<file path="config.mk">
export PLATFORM = sky130hd
export DESIGN_NAME = program_loader
export DESIGN_NICKNAME = d
export VERILOG_FILES = /design/src/rtl/program_loader.sv
export SDC_FILE = /design/constraint.sdc
export NUM_CORES = 1
export LEC_CHECK = 0
export ABC_AREA = 1
export BUFFER_PORTS_ARGS = -buffer_cell sky130_fd_sc_hd__buf_4
export CORE_MARGIN = 2
export CORE_UTILIZATION = 36
export CTS_CLUSTER_SIZE = 12
export DETAILED_ROUTE_END_ITERATION = 8
export SYNTH_ARGS = -nofsm -noshare
export SYNTH_HDL_FRONTEND = slang
export SYNTH_SLANG_ARGS = --single-unit
</file>
<file path="constraint.sdc">
create_clock -name clk -period 4.5 [get_ports clk]
set_input_delay 0 -clock clk [delete_from_list [all_inputs] [get_ports clk]]
set_output_delay 0 -clock clk [all_outputs]
set_load 0.02 [all_outputs]
</file>
<file path="src/rtl/program_loader.sv">
// Byte-stream instruction-memory loader: frames count / big-endian words / XOR checksum,
// writes consecutive words, then releases the processor from reset on a good checksum.
//
// state | meaning
// IDLE  | waiting for Start after reset
// COUNT | accepting the word-count byte N
// HI    | accepting the high byte of the next word
// LO    | accepting the low byte; assembles the word
// WRITE | one-cycle instruction-memory write
// CHECK | accepting and comparing the checksum byte
// DONE  | load good, processor released
// ERR   | load rejected, processor held in reset
module program_loader #(
  parameter int ADDR_W    = 7,
  parameter int MAX_WORDS = 128
) (
  input  logic              clk,
  input  logic              Reset,
  input  logic              Start,
  input  logic              in_valid,
  input  logic [7:0]        in_data,
  output logic              in_ready,
  output logic              IM_Wr,
  output logic [ADDR_W-1:0] IM_Addr,
  output logic [15:0]       IM_Data,
  output logic              CPU_Reset,
  output logic              Done,
  output logic              Error,
  output logic [3:0]        State
);

  typedef enum logic [3:0] {
    IDLE  = 4'd0,
    COUNT = 4'd1,
    HI    = 4'd2,
    LO    = 4'd3,
    WRITE = 4'd4,
    CHECK = 4'd5,
    DONE  = 4'd6,
    ERR   = 4'd7
  } state_t;

  // The count byte is 8 bits wide, so the address is zero-extended to a byte for compares.
  localparam int         PAD   = 8 - ADDR_W;
  localparam logic [7:0] MAX_N = 8'(MAX_WORDS);

  state_t            state_q, state_d;
  logic [7:0]        count_q;
  logic [7:0]        csum_q;
  logic [7:0]        hi_q;
  logic [ADDR_W-1:0] addr_q;
  logic [15:0]       data_q;

  logic       xfer;
  logic       count_bad;
  logic       last_word;
  logic [7:0] last_idx;

  assign xfer      = in_valid && in_ready;
  assign count_bad = (in_data == 8'd0) || (in_data > MAX_N);
  assign last_idx  = count_q - 8'd1;
  assign last_word = ({{PAD{1'b0}}, addr_q} == last_idx);

  always_ff @(posedge clk or posedge Reset) begin
    if (Reset) state_q <= IDLE;
    else       state_q <= state_d;
  end

  always_comb begin
    state_d = state_q;
    case (state_q)
      IDLE:  if (Start) state_d = COUNT;
      COUNT: if (xfer)  state_d = count_bad ? ERR : HI;
      HI:    if (xfer)  state_d = LO;
      LO:    if (xfer)  state_d = WRITE;
      WRITE: state_d = last_word ? CHECK : HI;
      CHECK: if (xfer)  state_d = (in_data == csum_q) ? DONE : ERR;
      DONE:  if (Start) state_d = COUNT;
      ERR:   if (Start) state_d = COUNT;
      default: state_d = IDLE;
    endcase
  end

  // Moore output decode; reset lands in IDLE so these follow Reset without a clock edge.
  always_comb begin
    in_ready  = 1'b0;
    IM_Wr     = 1'b0;
    Done      = 1'b0;
    Error     = 1'b0;
    CPU_Reset = 1'b1;
    case (state_q)
      COUNT, HI, LO, CHECK: in_ready = 1'b1;
      WRITE:                IM_Wr    = 1'b1;
      DONE: begin
        Done      = 1'b1;
        CPU_Reset = 1'b0;
      end
      ERR:                  Error    = 1'b1;
      default: ;
    endcase
  end

  always_ff @(posedge clk or posedge Reset) begin
    if (Reset) begin
      count_q <= 8'd0;
      csum_q  <= 8'd0;
      hi_q    <= 8'd0;
      addr_q  <= '0;
      data_q  <= 16'd0;
    end else begin
      case (state_q)
        COUNT: if (xfer) begin
          count_q <= in_data;
          csum_q  <= in_data;
          addr_q  <= '0;
        end
        HI: if (xfer) begin
          hi_q   <= in_data;
          csum_q <= csum_q ^ in_data;
        end
        LO: if (xfer) begin
          data_q <= {hi_q, in_data};
          csum_q <= csum_q ^ in_data;
        end
        WRITE: if (!last_word) addr_q <= addr_q + 1'b1;
        default: ;
      endcase
    end
  end

  assign IM_Addr = addr_q;
  assign IM_Data = data_q;
  assign State   = state_q;

endmodule

</file>
Word level (Yosys, flattened, before mapping)
Index checks and enable logic that the tools add are counted.

operators by class
  add/subtract/negate cells = 2
  multipliers = 0
  divide/modulo/power cells = 0
  order comparisons = 1
  eq/ne operators = 16
  shift-type cells = 0
  mux-type cells = 20
  bitwise gates (word level) = 1
  reduce and logical (&&, ||, !) cells = 15

operator list
  cell                 number
  $pmux 4 s6           1
  $mux 4               5
  $eq 4x3->1 const B   4
  $mux 8               2
  $pmux 8 s2           1
  $mux 7               2
  $pmux 7 s2           1
  $ne 2x2->1 const B   5
  $eq 4x2->1 const B   2
  $eq 7x8->1           1
  $eq 8x8->1           1
  $gt 8x8->1 const B   1
  $logic_not 8->1      1
  $sub 8x1->8 const B  1
  $xor 8x8->8          1
  $add 7x1->7 const B  1
  $mux 1               6
  $mux 3               2
  $reduce_and 2->1     3
  $reduce_and 3->1     2
  $reduce_and 5->1     1
  $eq 4x1->1 const B   1
  $logic_not 4->1      1
  $ne 2x1->1 const B   2
  other kinds (6)      7

word-level totals
  bits in registers = 51
  bits in latches = 0
  bits in writable memories = 0
  ROM bits = 0
  bits of input ports = 12
  output and inout bits = 32
  logic and storage cells = 61
  memories kept = 0

Longest topological paths before layout
Gate-level depths: netlist of the first run.

  depth after elaboration = 6
  mapped depth = 13
  gate-level depth less buffers = 13

Least setup slack after synthesis of the first run
OpenSTA, ideal clock, no wires.

  kind = register to register
  start point = reg state_q[1] (netlist: State[1])
  end point = reg state_q[0] (netlist: State[0])
  library setup time = 77 ps
  arrival = 1638 ps
  data required time = 4423 ps
  slack = 2785 ps
  stages on the path, launching flop included = 8
  buffers on the path = 0
  clock period less this slack = 1715 ps
  path through = dfrtp_1 -> inv_1 -> o21ai_0 -> nand2_1 -> nor3b_1 -> nand2_1 -> nor2_1 -> a21oi_1

between the ends
  cells in the longest elaborated chain, start to end = 6
  elaborated cells on any way between the ends = 19
  classes of those cells = eq/ne: 12; mux: 2; reduce/logical: 5

RTL lines
  element                             line  text
  start, declared                     47    state_t state_q, state_d;
  start signal, assigned              66    else state_q <= state_d;
  $eq 4x1->1 (tied with other cells)  91    case (state_q)
  $reduce_or 4->1 (*)                 91
  $mux 1 (*)                          91
  via in_ready                        22    output logic in_ready,
  $logic_and 1x1->1 (*)               59    assign xfer = in_valid && in_ready;
  $ne 2x2->1 (no line)                -
  $reduce_and 5->1 (no line) (*)      -

Mark *: on every way through the listed nets, which the timed path passes. The rest lies on a longest branch.
A chain may end at the register's enable or synchronous reset.

Worst setup path after layout of the first run
  start point = reg state_q[1] (netlist: State[1])
  end point = reg addr_q[6] (netlist: IM_Addr[6])

between the ends
  cells in the longest elaborated chain, start to end = 6
  elaborated cells on any way between the ends = 13
  classes of those cells = eq/ne: 7; mux: 2; reduce/logical: 4

RTL lines
  element                             line     text
  $eq 4x1->1 (tied with other cells)  91, 111
  $reduce_or 4->1                     91
  $mux 1                              91
  $logic_and 1x1->1                   59
  $ne 2x2->1 (no line)                -
  $reduce_and 3->1 (no line)          -
  end signal, assigned                125      WRITE: if (!last_word) addr_q <= addr_q + 1'b1;
  end, declared                       51       logic [ADDR_W-1:0] addr_q;

Parallel ways exist; a longest one is shown, timed or not.

==> results of run 1 <==
-- layout make-up --
class                   count  area share, %
well taps                  99           3.92
multi-input cells         234           38.0
clock buffers               5           2.18
flip-flops and latches     50           39.6
repair buffers             43           10.3
inverters                  37           4.40
clock inverters             3           1.55
-- worst paths after layout --
kind | endpoint | slack, ns
worst max-delay path | IM_Addr[6] | 2.22
worst min-delay path | hi_q[4] | 0.06
worst max register to register | IM_Addr[6] | 2.22
worst min register to register | count_q[7] | 0.49
max in group asynchronous | count_q[7] | 3.34
min in group asynchronous | IM_Data[10] | 0.51
-- layout by cell type (no fill, tap or decap), drive strengths merged, types with 2 or more instances in the layout --
master,netlist,layout
clkbuf,4,5
xor2,14,14
nor2,41,41
o21ai,29,29
a21oi,3,3
nand3,22,22
xnor2,9,9
mux2,8,8
inv,37,38
buf,5,42
ha,2,2
nand2,95,95
nand4,6,6
nor3,2,2
dfrtp,50,50
-- layer usage --
layer / global-route usage, % / vias to the layer above / routed length, um
li1: - / 1114 / -
met1: 21.1 / 969 / 2650
met2: 24.4 / 42 / 2700
met3: 2.93 / 6 / 182
met4: 5.56 / 0 / 108
met5: 0 / - / 0
-- report_power, final --
group	internal [mW]	leakage (nW)	total, mW	switching (mW)
clock	0.169	0.0563	0.330	0.160
sequential	0.642	0.634	0.798	0.156
combinational	0.432	0.947	1.06	0.626
total	1.24	1.64	2.19	0.942
-- worst register-to-register path, stage by stage, from the launching register on --
cell and delay (ns):
dfrtp_1 0.43, inv_1 0.10, nand2_1 0.11, inv_1 0.08, nand2_1 0.70, o21ai_0 0.48
nand4_1 0.23, nand2_1 0.07
-- metrics by stage --
stage | setup WS [ns] | area [um^2] | cells | total power, mW
floorplan | 2.78 | 2640 | 330 | 1.55
global placement | 2.37 | 3030 | 462 | 1.86
detailed placement | 2.25 | 3030 | 462 | 1.88
CTS | 2.25 | 3160 | 471 | 2.21
global route | 1.91 | 3160 | 471 | 2.39
finish | 2.22 | 3160 | 471 | 2.19
-- state kept, by name (all words and copies together) (netlist names) --
register and flops:
IM_Data 16, count_q 8, csum_q 8, hi_q 8, IM_Addr 7, State 3
-- synth_stat cells --
master / count / area share [%]
nand2_1: 94 / 13
conb_1: 1 / 0.14
nand3b_1: 1 / 0.28
o21ai_0: 29 / 5.5
mux2_2: 8 / 3.4
nor2_2: 4 / 0.95
inv_2: 3 / 0.43
nor2_4: 1 / 0.43
nor2_1: 36 / 5.1
buf_2: 3 / 0.57
nand2_4: 1 / 0.43
nor3_1: 2 / 0.38
inv_1: 34 / 4.8
clkbuf_1: 3 / 0.43
clkbuf_2: 1 / 0.19
a21oi_1: 3 / 0.57
xnor2_1: 9 / 3.0
nor3b_1: 1 / 0.28
nand4_1: 6 / 1.4
nand3_4: 1 / 0.66
nand3_1: 21 / 4.0
xor2_1: 14 / 4.6
buf_4: 2 / 0.57
dfrtp_1: 50 / 47
ha_1: 2 / 0.95
-- kinds of logic (layout without fill, tap and decap cells) --
logic type | count (synthesis) | after routing | synth area share, %
XOR/XNOR | 23 | 23 | 7.64
AO/OA/AOI/OAI | 32 | 32 | 6.07
adder cells (fa/ha/maj) | 2 | 2 | 0.949
multiplexers | 8 | 8 | 3.42
other | 1 | 1 | 0.142
flip-flops | 50 | 50 | 47.4
AND/OR/NAND/NOR | 168 | 168 | 27.3
buffers and inverters | 46 | 88 | 7.02
==> flow_summary.json, run 1 <==
{
  "status": "finished clean",
  "yosysUniqueCellTypes": 25,
  "startpoint": "State[1]",
  "gp_congestion": 0.908,
  "wl_per_cell_um": 12.0,
  "wirelength_mm": 5.64,
  "syn_area_um2": 2640,
  "synth.avg_cell_area_um2": 7.99,
  "worst-path-buf-inv": 2,
  "critPathKind": "reg -> reg",
  "crit_path_end_kind": "register",
  "diodes": 0,
  "path_max_fanout": 32,
  "nNetsFinal": 385,
  "fmax_ghz": 0.438,
  "grt_pass1_wl_mm": 9.60,
  "clock-sinks": 50,
  "drtIter0Drc": 142,
  "crit_required_ns": 4.70,
  "firstDrtPassIters": 4,
  "hold_buffers": 1,
  "grt_max_degree": 51,
  "crit_family": "simple AND/OR/NAND/NOR gates",
  "post-route-period-util_pct": 50.7,
  "drive_gt1_share_pct": 18.5,
  "path_clk_slew_ns": 0.10,
  "hold_path.class": "in -> reg",
  "max_cap_viol_count": 0,
  "ctsResizeCount": 0,
  "grt_remaining_overflow": 0,
  "peakVddDrop_v": 0.000216,
  "cp-start-kind": "register",
  "tns_ns": 0,
  "ios": 44,
  "via_per_inst": 4.52,
  "yosys_warnings": 0,
  "crit_top_cell": "nand2_1",
  "crit_path_top_delay_cell": "nand2_1",
  "cts_max_path_buffers": 2,
  "ctsHtreeMaxLevel": 2,
  "path_depth": 7,
  "cts_tree": "built",
  "slew_viol_final": 0,
  "ant_nets": 0,
  "worstHoldStart": "in_data[4]",
  "yosys_register_bits": 50,
  "cts-buffers-inserted": 5,
  "die_y_um": 89.6,
  "insertion_delay_ns": 0.31,
  "drc": 0,
  "area_growth_syn_to_layout_pct": 19.7,
  "hold_depth": 3,
  "start_util_pct": 36.8,
  "fillers": 737,
  "multi_input_area_um2": 1200,
  "p_per_area_nw_per_um2": 692,
  "relSlewSlack_pct": 30.2,
  "min_period_ns": 2.28,
  "grt_pass1_vias": 2050,
  "ff2ff_path_depth": 7,
  "dp_hpwl_mm": 4.13,
  "final_util_pct": 44.0,
  "fp-row-count": 31,
  "seqCellArea_um2": 1250,
  "cts_root_buf": "clkbuf_8",
  "ys_seq_area_share_pct": 47.4,
  "gr-usage-all-layers_pct": 15.4,
  "tightest_slew_ns": 1.05,
  "hold_viol": 0,
  "reg2reg_from": "State[1]",
  "fin_skew_ns": 0.0147,
  "post_cts_buffers": 0,
  "dieArea_um2": 8030,
  "mappedNetlistNets": 344,
  "cpPeakStageDelay_ns": 0.70,
  "postSynthCellCount": 330,
  "holdWs_ns": 0.0623,
  "crit_chain": "inv_1 > nand2_1 > inv_1 > nand2_1 > o21ai_0 > nand4_1 > nand2_1",
  "finalSetupViolCount": 0,
  "rsz0062_at_grt": "no",
  "die_w_um": 89.6,
  "vias": 2131,
  "core_region_area_um2": 7180,
  "total_leakage_power_nw": 1.64,
  "grt_antenna_before_repair": 0,
  "crit_arrival_ns": 2.49,
  "portBuffers": 42
}
Power figures use the tool's default switching activity.
==> run 2, diff against run 1 <==
==> constraint.sdc (replaced) <==
create_clock -name clk -period 2.1 [get_ports clk]
set_input_delay 0 -clock clk [delete_from_list [all_inputs] [get_ports clk]]
set_output_delay 0 -clock clk [all_outputs]
set_load 0.02 [all_outputs]
==> flow_summary.json, run 2 (same netlist as run 1, synthesis figures left out) <==
{
  "tns_ns": 0,
  "relSlewSlack_pct": 63.7,
  "start_util_pct": 36.8,
  "p_per_area_nw_per_um2": 1450,
  "tightest_slew_ns": 0.544,
  "cts_max_path_buffers": 2,
  "wl_per_cell_um": 12.6,
  "min_period_ns": 1.81,
  "grt_max_degree": 25,
  "worstHoldStart": "in_data[5]",
  "clock-sinks": 50,
  "dp_hpwl_mm": 4.46,
  "wirelength_mm": 5.96,
  "peakVddDrop_v": 0.000461,
  "insertion_delay_ns": 0.30,
  "firstDrtPassIters": 4,
  "fmax_ghz": 0.553,
  "final_cell_mix": "nand2_1 (94), dfrtp_1 (50), buf_4 (45)",
  "p_switching_mw": 2.02,
  "hold_end": "hi_q[5]",
  "fp-row-count": 31,
  "hold_viol": 0,
  "drc": 0,
  "vias": 2201,
  "seq_power_share_pct": 38.1,
  "crit_required_ns": 2.35,
  "status": "finished clean",
  "grt_pass1_vias": 2137,
  "drive_gt1_share_pct": 19.2,
  "crit_path_end_kind": "register",
  "crit_arrival_ns": 2.06,
  "p_int_mw": 2.56,
  "fin_skew_ns": 0.0105,
  "reg2reg_from": "count_q[0]",
  "pwr-share-clk_pct": 12.0,
  "ios": 44,
  "slew_viol_final": 0,
  "cts-buffers-inserted": 5,
  "hold_depth": 3,
  "rsz0062_at_grt": "no",
  "grt_remaining_overflow": 0,
  "cts_tree": "built",
  "final_common_cell": "nand2_1",
  "finalSetupViolCount": 0,
  "post-route-period-util_pct": 86.1,
  "core_region_area_um2": 7180,
  "portBuffers": 42,
  "gr-usage-all-layers_pct": 16.4,
  "nNetsFinal": 389,
  "comb_power_share_pct": 49.9,
  "path_max_fanout": 8,
  "drtIter0Drc": 93,
  "reg2reg_to": "IM_Addr[1]",
  "area_growth_syn_to_layout_pct": 20.0,
  "gp_congestion": 0.852,
  "die_y_um": 89.6,
  "max_cap_viol_count": 0,
  "startpoint": "count_q[0]",
  "critPathKind": "reg -> reg",
  "cts_root_buf": "clkbuf_8",
  "largest_reg_flops": 16,
  "cp-start-kind": "register",
  "ant_nets": 0,
  "dieArea_um2": 8030,
  "grt_antenna_before_repair": 0,
  "via_per_inst": 4.64,
  "power.share.switching_pct": 44.2,
  "grt_pass1_wl_mm": 10.1,
  "ctsHtreeMaxLevel": 2,
  "die_w_um": 89.6,
  "ff2ff_path_depth": 12,
  "diodes": 0,
  "total_leakage_power_nw": 1.65,
  "final_util_pct": 44.1,
  "hold_path.class": "in -> reg",
  "fillers": 748,
  "path_clk_slew_ns": 0.09,
  "ff2ff_setup_slack_ns": 0.29
}
-- run 2: cell types whose count changed in the layout (fill, tap and decap cells not counted) --
cell,delta
buf_4,+3
bufinv_16,-1
inv_6,+1
buf_12,+1
clkinv_2,+1
clkinvlp_4,-1
inv_8,-1
-- run 2: cell type report --
class,instances,area [um^2],area share (%)
flip-flops and latches,50,1250,39.5
multi-input cells,234,1200,37.9
repair buffers,47,368,11.6
inverters,37,139,4.39
well taps,99,124,3.91
clock buffers,5,68.8,2.17
clock inverters,2,13.8,0.435
-- run 2: how the worst max path moves through the flow --
stage / slack, ns / cells past startpoint / to
finish: 0.29 / 12 / IM_Addr[1]
global route: 0.07 / 12 / IM_Addr[0]
CTS: 0.28 / 12 / IM_Addr[2]
detailed placement: 0.30 / 12 / IM_Addr[2]
global placement: 0.38 / 12 / IM_Addr[5]
floorplan: 0.38 / 7 / State[0]
-- run 2: repair_timing --
action / in CTS / in global routing
gates resized for setup: 0 / 0
hold buffers: 1 / 0
endpoints found under the hold margin: 14 / 0
buffers inserted: 0 / 0
-- run 2: power by group through the flow --
stage | Combinational (mW) | Clock [mW] | Sequential [mW]
after floorplan | 1.43 | 0 | 1.89
after global placement | 2.27 | 0 | 1.75
after detailed placement | 2.31 | 0 | 1.76
after CTS | 2.31 | 0.563 | 1.75
after global routing | 2.62 | 0.609 | 1.81
final | 2.29 | 0.550 | 1.74
-- run 2: per-layer routing --
metal	track usage (%)	vias up	wire, um
li1	-	1119	-
met1	21.8	1037	2820
met2	27.7	41	2910
met4	4.34	0	43
met3	3.02	4	194
met5	0	-	0
-- run 2: through the flow --
| stage | setup WS, ns | instance area [um^2] | hold slack (ns) | power, mW | std cells |
|---|---|---|---|---|---|
| after floorplan | 0.385 | 2640 | 0.194 | 3.32 | 330 |
| after global placement | 0.377 | 3070 | -0.00552 | 4.01 | 466 |
| after detailed placement | 0.303 | 3070 | -0.000553 | 4.07 | 466 |
| after CTS | 0.278 | 3170 | 0.0606 | 4.62 | 474 |
| after global routing | 0.0676 | 3170 | 0.0642 | 5.04 | 474 |
| final | 0.292 | 3170 | 0.0623 | 4.58 | 474 |
-- run 2: critical path, cell delays in order (launching register included) --
cell and delay (ns):
dfrtp_1 0.43, inv_2 0.07, ha_1 0.30, inv_1 0.04
nand2_1 0.05, nand2_1 0.04, nor2_1 0.11, nand3_1 0.10
nor2_2 0.18, nand3_4 0.15, nand2_4 0.13, nand3_1 0.07
nand2_1 0.07
==> run 3, diff against run 2 <==
--- a/config.mk
+++ b/config.mk
@@ -11,6 +11,7 @@
 export CORE_UTILIZATION = 36
 export CTS_CLUSTER_SIZE = 12
 export DETAILED_ROUTE_END_ITERATION = 8
+export HOLD_SLACK_MARGIN = 0.08
 export SYNTH_ARGS = -nofsm -noshare
 export SYNTH_HDL_FRONTEND = slang
 export SYNTH_SLANG_ARGS = --single-unit
==> flow_summary.json, run 3 (same netlist as run 1, synthesis figures left out) <==
{
  "status": "finished clean",
  "path_max_fanout": 8,
  "ant_nets": 0,
  "crit_required_ns": 2.35,
  "wl_per_cell_um": 12.5,
  "gr-usage-all-layers_pct": 16.4,
  "finalSetupViolCount": 0,
  "max_cap_viol_count": 0,
  "grt_pass1_wl_mm": 10.1,
  "wirelength_mm": 5.97,
  "wl_met1_mm": 2.81,
  "final_cell_mix": "nand2_1 (94), dfrtp_1 (50), buf_4 (45)",
  "portBuffers": 42,
  "grt_max_degree": 25,
  "hold_depth": 3,
  "drive_gt1_share_pct": 19.1,
  "start_util_pct": 36.8,
  "clock-sinks": 50,
  "crit_path_end_kind": "register",
  "ios": 44,
  "tightest_slew_ns": 0.545,
  "post_cts_buffers": 0,
  "tns_ns": 0,
  "fin_skew_ns": 0.0108,
  "wl_met3_um": 209,
  "path_clk_slew_ns": 0.09,
  "vias": 2212,
  "relSlewSlack_pct": 63.6,
  "crit_arrival_ns": 2.06,
  "final_util_pct": 44.4,
  "p_per_area_nw_per_um2": 1440,
  "diodes": 0,
  "post-route-period-util_pct": 86.2,
  "crit_path_top_delay_cell": "dfrtp_1",
  "ff2ff_setup_slack_ns": 0.29,
  "fmax_ghz": 0.553,
  "grt_antenna_before_repair": 0,
  "crit_top_cell": "nand2_1",
  "firstDrtPassIters": 5,
  "final_common_cell": "nand2_1",
  "grt_remaining_overflow": 0,
  "area_growth_syn_to_layout_pct": 20.8,
  "cts_tree": "built",
  "drtIter0Drc": 92,
  "cts_max_path_buffers": 2,
  "ctsHtreeMaxLevel": 2,
  "fp-row-count": 31,
  "core_region_area_um2": 7180,
  "rsz0062_at_grt": "no",
  "cpPeakStageDelay_ns": 0.43,
  "top_layer": "met4",
  "crit_chain": "inv_2 > ha_1 > inv_1 > nand2_1 > nand2_1 > nor2_1 > nand3_1 > nor2_2 > nand3_4 > nand2_4 > nand3_1 > nand2_1",
  "total_leakage_power_nw": 1.66,
  "die_w_um": 89.6,
  "nNetsFinal": 391,
  "cts-buffers-inserted": 5,
  "dp_hpwl_mm": 4.46,
  "ff2ff_path_depth": 12,
  "hold_viol": 0,
  "drc": 0,
  "min_period_ns": 1.81,
  "largest_reg_flops": 16,
  "hold_path.class": "in -> reg",
  "dieArea_um2": 8030,
  "gp_congestion": 0.852,
  "cp-start-kind": "register",
  "critPathKind": "reg -> reg",
  "peakVddDrop_v": 0.000463,
  "via_per_inst": 4.65,
  "grt_pass1_vias": 2131,
  "met2_length_mm": 2.91,
  "die_y_um": 89.6,
  "insertion_delay_ns": 0.30,
  "slew_viol_final": 0,
  "cts_root_buf": "clkbuf_8"
}
[run 3: cell types whose count changed in the layout (fill, tap and decap cells not counted), sizes merged]
cell / previous run / this run
dlygate4sd3: 1 / 3
[run 3: per-layer routing]
layer | vias up | global-route usage (%)
li1 | 1124 | -
met1 | 1042 | 21.8
met2 | 42 | 27.7
met3 | 4 | 3.02
met4 | 0 | 4.34
met5 | - | 0
[run 3: critical path: cells and delay by family, from the launching register on]
family | cells | cell delay (ns)
DFF | 1 | 0.43
adders and majority gates | 1 | 0.30
and+or+nand+nor | 9 | 0.90
buffers and inverters | 2 | 0.11
[run 3: final cells by class]
type	instances	area, um^2
sequential	50	1250
timing repair buffer	49	388
clock buffer	5	68.8
multi-input combinational	234	1200
fill	747	3990
inverter	37	139
tap	99	124
clock inverter	2	13.8
[run 3: path summary, 6_finish.rpt]
kind / from / endpoint
max: count_q[0] / IM_Addr[1]
min: in_data[7] / IM_Data[7]
max reg2reg: count_q[0] / IM_Addr[1]
min reg2reg: hi_q[3] / hi_q[3]
max in group asynchronous: Reset / csum_q[5]
min in group asynchronous: Reset / IM_Data[10]
[run 3: where the power goes]
group          leakage, nW  switching (mW)  total [mW]  internal, mW
clock               0.0444           0.323       0.554         0.231
sequential           0.634           0.368        1.75          1.38
combinational        0.980            1.34        2.29         0.952
total                 1.66            2.03        4.59          2.56
[run 3: repair_timing]
action / 4_1_cts / 5_1_grt
resized for setup: 0 / 0
hold endpoints to repair: 31 / 0
hold buffers: 3 / 0
[run 3: through the flow]
step	std cells	power (mW)	setup slack, ns	area [um^2]	hold slack, ns
2_1_floorplan	330	3.32	0.385	2640	0.194
3_3_place_gp	466	4.01	0.377	3070	-0.00552
4_1_cts	476	4.63	0.278	3190	0.0805
6_report	476	4.59	0.291	3190	0.0782
5_1_grt	476	5.04	0.0676	3190	0.0882
3_5_place_dp	466	4.07	0.303	3070	-0.000553
